<file path="src/rtl/serial_adder.sv">
// serial_adder: bit-serial adder/subtractor built around one full-adder slice.
// Each operation processes one bit per clock, starting at the LSB, and takes
// WIDTH cycles in RUN. The result registers update together on the completion
// edge and hold their value until the next completion.
//
// Ports
//   i_clk    clock, rising edge active
//   i_rst_n  asynchronous active-low reset
//   i_start  start request, accepted in IDLE or DONE only
//   i_a/i_b  operands, captured on the accepting edge
//   i_cin    carry-in (add mode only)
//   i_sub    0: A+B+cin, 1: A-B (A + ~B + 1)
//   o_sum    result of the last completed operation
//   o_carry  carry out of the MSB (subtract: 1 = no borrow)
//   o_ovf    signed overflow of the last result
//   o_busy   high while the operation is in progress
//   o_done   one-cycle completion pulse
module serial_adder #(
  parameter int unsigned WIDTH = 8
) (
  input  logic             i_clk,
  input  logic             i_rst_n,
  input  logic             i_start,
  input  logic [WIDTH-1:0] i_a,
  input  logic [WIDTH-1:0] i_b,
  input  logic             i_cin,
  input  logic             i_sub,
  output logic [WIDTH-1:0] o_sum,
  output logic             o_carry,
  output logic             o_ovf,
  output logic             o_busy,
  output logic             o_done
);

  // One extra bit so the counter can reach WIDTH without wrapping.
  localparam int unsigned CW = $clog2(WIDTH) + 1;

  typedef enum logic [1:0] {S_IDLE, S_RUN, S_DONE} state_t;

  state_t           state_q, state_d;
  logic [WIDTH-1:0] a_q, a_d;
  logic [WIDTH-1:0] b_q, b_d;
  logic [WIDTH-1:0] acc_q, acc_d;
  logic [WIDTH-1:0] sum_q, sum_d;
  logic             carry_q, carry_d;
  logic             cout_q, cout_d;
  logic             ovf_q, ovf_d;
  logic [CW-1:0]    cnt_q, cnt_d;

  logic             bit_s;
  logic             bit_c;
  logic             last;
  logic [WIDTH-1:0] acc_next;

  // Full-adder slice on the current LSBs of the operand shift registers.
  assign bit_s = a_q[0] ^ b_q[0] ^ carry_q;
  assign bit_c = (a_q[0] & b_q[0]) | (a_q[0] & carry_q) | (b_q[0] & carry_q);
  assign last  = (cnt_q == CW'(WIDTH - 1));

  // Result bits enter at the MSB and move right, so after WIDTH shifts bit 0
  // sits in position 0. Written with shifts so that WIDTH=1 needs no slicing.
  assign acc_next = (acc_q >> 1) | (WIDTH'(bit_s) << (WIDTH - 1));

  always_comb begin
    state_d = state_q;
    a_d     = a_q;
    b_d     = b_q;
    acc_d   = acc_q;
    sum_d   = sum_q;
    carry_d = carry_q;
    cout_d  = cout_q;
    ovf_d   = ovf_q;
    cnt_d   = cnt_q;

    case (state_q)
      S_RUN: begin
        a_d     = a_q >> 1;
        b_d     = b_q >> 1;
        acc_d   = acc_next;
        carry_d = bit_c;
        cnt_d   = cnt_q + CW'(1);
        if (last) begin
          sum_d   = acc_next;
          cout_d  = bit_c;
          // carry_q is the carry into the MSB at this point.
          ovf_d   = carry_q ^ bit_c;
          state_d = S_DONE;
        end
      end
      default: begin
        // IDLE and DONE both accept a new operation.
        state_d = S_IDLE;
        if (i_start) begin
          a_d     = i_a;
          b_d     = i_sub ? ~i_b : i_b;
          acc_d   = '0;
          carry_d = i_sub ? 1'b1 : i_cin;
          cnt_d   = '0;
          state_d = S_RUN;
        end
      end
    endcase
  end

  always_ff @(posedge i_clk or negedge i_rst_n) begin
    if (!i_rst_n) begin
      state_q <= S_IDLE;
      a_q     <= '0;
      b_q     <= '0;
      acc_q   <= '0;
      sum_q   <= '0;
      carry_q <= 1'b0;
      cout_q  <= 1'b0;
      ovf_q   <= 1'b0;
      cnt_q   <= '0;
    end else begin
      state_q <= state_d;
      a_q     <= a_d;
      b_q     <= b_d;
      acc_q   <= acc_d;
      sum_q   <= sum_d;
      carry_q <= carry_d;
      cout_q  <= cout_d;
      ovf_q   <= ovf_d;
      cnt_q   <= cnt_d;
    end
  end

  assign o_sum   = sum_q;
  assign o_carry = cout_q;
  assign o_ovf   = ovf_q;
  assign o_busy  = (state_q == S_RUN);
  assign o_done  = (state_q == S_DONE);

endmodule

</file>
<file path="config.mk">
export PLATFORM = sky130hd
export DESIGN_NAME = serial_adder
export DESIGN_NICKNAME = d
export VERILOG_FILES = /design/src/rtl/serial_adder.sv
export SDC_FILE = /design/constraint.sdc
export NUM_CORES = 1
export LEC_CHECK = 0
export BUFFER_PORTS_ARGS = -buffer_cell sky130_fd_sc_hd__buf_2
export CAP_MARGIN = 25
export CORE_MARGIN = 3
export CORE_UTILIZATION = 52
export CTS_BUF_LIST = sky130_fd_sc_hd__clkbuf_4 sky130_fd_sc_hd__clkbuf_8
export CTS_CLUSTER_DIAMETER = 100
export DETAILED_ROUTE_END_ITERATION = 8
export PLACE_DENSITY = 0.8
export SLEW_MARGIN = 20
export SYNTH_ARGS = -nofsm -noshare
export SYNTH_HDL_FRONTEND = slang
export SYNTH_SLANG_ARGS = --single-unit
export TNS_END_PERCENT = 100
</file>
<file path="constraint.sdc">
create_clock -name i_clk -period 1.4 [get_ports i_clk]
set_input_delay 0.42 -clock i_clk [delete_from_list [all_inputs] [get_ports i_clk]]
set_output_delay 0.42 -clock i_clk [all_outputs]
set_load 0.1 [all_outputs]
</file>
# == Yosys cells after proc, flatten, opt, wreduce, memory -nomap -nowiden ==
# Index checks and enable logic that the tools add are counted.
# W data, S select, Z words.
# word_totals
regBits,41
inputBits,21
output_inout_bits,12
wordCells,41
# op_classes
add_sub_neg,1
n_eq_ne,4
mux,15
n_bitwise,10
reduce_logical,2
# ops
op,n
$mux W8,7
$mux W4,2
$not A8 Y8,1
$or A7 B8 Y8,1
$add A4 B1 Y4 const B,1
$eq A4 B3 Y1 const B,1
$mux W1,4
$mux W2,2
$and A1 B1 Y1,3
$xor A1 B1 Y1,3
$eq A2 B1 Y1 const B,1
$eq A2 B2 Y1 const B,1
$ne A2 B1 Y1 const B,1
$or A1 B1 Y1,2
$reduce_and A2 Y1,1
$reduce_bool A2 Y1,1

# == Longest topological paths before layout ==
# depth
depth_word,4
depth_mapped,5
mapped_depth_nobuf,3

# == Worst setup path before layout ==
# No wires, ideal clock.
# synth_timing
kind,flip-flop to output port
from,register state_q[1]
to,output o_busy
t_arrival_ps,1645
required_ps,980
path_slack_ps,-665
path_stages_with_launch,4
n_path_buf,2
cell_sequence,dfrtp_1 > nor2b_4 > buf_6 > clkbuf_1
# synth_via
elab_chain_cells,1
# synth_lines
element,line_no,text
start: declaration,40,"state_t state_q, state_d;"
start signal: assignment,117,state_q <= state_d;
$eq A2 B1 Y1,132,assign o_busy = (state_q == S_RUN);
end: declaration,31,"output logic o_busy,"
# Every way passes these cells.

# == Worst setup path in the final report ==
# layout_timing
from,register state_q[1]
to,"register sum_q[4], in the netlist o_sum[4]"
# layout_via
elab_chain_cells,2
# layout_lines
element,line_no,text
$eq A2 B1 Y1,75,case (state_q)
$reduce_and A2 Y1 (no line),n/a,
end signal: assignment,121,sum_q <= sum_d;
end: declaration,44,"logic [WIDTH-1:0] sum_q, sum_d;"
# Every way passes these cells.
# A chain may end at the register's enable or synchronous reset.

==> flow_metrics.env <==
export IMPL_status="finished with violations"
export IMPL_violations="setup timing"
export IMPL_grt_pass1_vias=1286
export IMPL_initial_core_util_pct=54.9
export IMPL_first_iter_violations=75
export IMPL_rsz0062_at_grt="true"
export IMPL_vias=1346
export IMPL_num_io_pins=33
export IMPL_dp_hpwl_mm=2.56
export IMPL_synth_top_area_share_pct=53.8
export IMPL_max_cap_viol_count=0
export IMPL_worstPathArrival_ps=1860
export IMPL_post_route_util_pct=78.3
export IMPL_p_per_area_mw_per_mm2=2610
export IMPL_wl_per_cell_um=17.2
export IMPL_fin_crit_ps=1630
export IMPL_routed_wl_mm=4.45
export IMPL_grt_max_degree=25
export IMPL_first_pass_iters=4
export IMPL_cts_buffers=5
export IMPL_drive_above_1_share_pct=42.7
export IMPL_rows=21
export IMPL_cts_max_level=2
export IMPL_fin_skew_ps=11.2
export IMPL_leakage_nw=1.30
export IMPL_fillers=189
export IMPL_clk_pin_slew_ps=120
export IMPL_stdcell_area_mm2=0.00266
export IMPL_clock_path_buffers=2
export IMPL_grt_pass1_wl_mm=6.09
export IMPL_synth_area_leader_cell="dfrtp_1"
export IMPL_max_freq_mhz=614
export IMPL_ant_nets=0
export IMPL_clkLatencyLatePin_ps=340
export IMPL_critPathSlowestCell="dfrtp_1"
export IMPL_path_cells="nor2b_4, buf_4, buf_6, and4b_4, buf_12, mux2_4"
export IMPL_max_stage_delay_ps=430
export IMPL_finalHoldViolations=0
export IMPL_synth_cells=159
export IMPL_dieArea_mm2=0.00433
export IMPL_cts_root_buf="clkbuf_4"
export IMPL_drc=0
export IMPL_final_cell_mix="dfrtp_1, buf_2, nand2_1, buf_12, mux2i_1"
export IMPL_tightestPinTransition_ps=321
export IMPL_synthesis_nets=182
export IMPL_die_width_um=65.8
export IMPL_nets=235
export IMPL_yosysSeqAreaShare_pct=53.8
export IMPL_syn_avg_cell_area_um2=11.7
export IMPL_ys_seq_elements=40
export IMPL_numPortBuffers=32
export IMPL_synth_distinct_cells=24
export IMPL_layout_commonest_cell="dfrtp_1"
export IMPL_report_final_slew_viol_count=0
export IMPL_num_antenna_cells=0
export IMPL_dpl_cell_area_mm2=0.00230
export IMPL_ir_drop_v=0.00134
export IMPL_clock_sinks=40
export IMPL_worstSetupEndpointType="flop"
export IMPL_yosys_warnings=0
export IMPL_stdcell_count=259
export IMPL_core_area_mm2=0.00339
export IMPL_dp_slack_ps=-34.3
export IMPL_crit_fanout=8
export IMPL_slew_headroom_pct=78.6
export IMPL_fin_crit_sh_pct=116
export IMPL_synthTopCellsByArea="dfrtp_1, mux2i_1, mux2_4, o21ai_0, nand2_1"
export IMPL_cp_start_kind="flop"
export IMPL_dp_cells=237
export IMPL_critPathTopFamily="flip-flops"
export IMPL_crit_type="flop to flop"
export IMPL_via_per_inst=5.20
export IMPL_setup_viol=24
export IMPL_hp_class="input port to flop"
export IMPL_fp_dieH_um=65.8
export IMPL_p_total_mw=6.92
export IMPL_track_usage_pct=19.5
export IMPL_antenna_found_initial=0
export IMPL_final_setup_worst_slack_ps=-228
export IMPL_gp_congestion=0.822
export IMPL_cts_tree="done"
export IMPL_areaGrowthSynthToFinish_pct=42.6
export IMPL_critPathBufInv=3
export IMPL_syn_area_mm2=0.00186
export IMPL_grt_overflow_total=0
export IMPL_required_ps=1630
registers in the layout (all words and copies together), names as in the netlist:
signal	count
acc_q	7
cnt_q	4
b_q	8
o_carry	1
o_ovf	1
carry_q	1
o_sum	8
a_q	8
state_q	2
final timing paths:
path	startpoint	endpoint	slack [ps]	depth (start not counted)
worst max-delay path	state_q[1]$_DFFE_PN0P_	o_sum[4]$_DFFE_PN0P_	-230	6
worst min-delay path	i_a[4]	a_q[4]$_DFFE_PN0P_	360	3
worst min register to register	a_q[4]$_DFFE_PN0P_	a_q[3]$_DFFE_PN0P_	510	2
min in group asynchronous	i_rst_n	o_sum[6]$_DFFE_PN0P_	490	2
max in group asynchronous	i_rst_n	b_q[2]$_DFFE_PN0P_	440	3
worst max register to register	state_q[1]$_DFFE_PN0P_	o_sum[4]$_DFFE_PN0P_	-230	6
metrics by stage:
step,TNS (ps),hold WS [ps]
final,-2700,364
after global routing,-4460,347
after CTS,-1860,355
after detailed placement,-69.0,331
after global placement,0,323
after floorplan,-224,124
kinds of logic after synthesis:
kind of cell / share of synthesized area (%)
xor+xnor: 4.70
simple gates: 11.2
mux: 17.5
buf+inv: 3.76
flops: 53.8
compound gates: 7.33
fa+ha+maj: 1.75
cells in the mapped netlist (all sizes together):
| master | count |
|---|---|
| nor2b | 1 |
| nand2 | 24 |
| nand2b | 9 |
| xnor2 | 2 |
| dfrtp | 40 |
| mux2 | 12 |
| nor2 | 4 |
| mux2i | 16 |
| buf | 6 |
| a21o | 1 |
| o22ai | 1 |
| a211oi | 1 |
| nand3 | 1 |
| fa | 1 |
| xor2 | 8 |
| ha | 1 |
| clkbuf | 5 |
| and2b | 1 |
| and4b | 1 |
| o21ai | 23 |
| nor3b | 1 |
tightest hold or removal path, cell delays in order:
cell and delay (ps):
buf_2 80, mux2i_1 60, o21ai_1 110
where the power goes:
| group | switching (mW) | total, mW | internal (mW) |
|---|---|---|---|
| clock | 0.366 | 0.760 | 0.394 |
| sequential | 0.418 | 2.07 | 1.65 |
| combinational | 2.20 | 4.09 | 1.89 |
what timing repair did:
| action | 4_1_cts | 5_1_grt |
|---|---|---|
| hold buffers | 1 | 0 |
| endpoints found under the hold margin | 11 | 0 |
| buffers inserted | 6 | 6 |
| gates resized for setup | 3 | 40 |
| setup endpoints to repair | 7 | 33 |
| cloned | 0 | 2 |
| pin swaps | 0 | 3 |
cell type report:
| cell class | instances | area, um^2 | area share (%) |
|---|---|---|---|
| repair buffers | 57 | 658 | 24.8 |
| multi-input cells | 108 | 858 | 32.3 |
| clock inverters | 2 | 35.0 | 1.32 |
| clock buffers | 6 | 45.0 | 1.70 |
| flip-flops and latches | 40 | 1000 | 37.7 |
| well taps | 46 | 57.6 | 2.17 |
layer usage:
metal	share of wire (%)	global-route usage, %	wire (um)
met1	39	22.0	1740
met3	4.3	6.80	192
met5	0	0	0
met2	54	32.4	2400
met4	2.8	9.84	123
No activity file was read; power rests on OpenSTA's default activity.
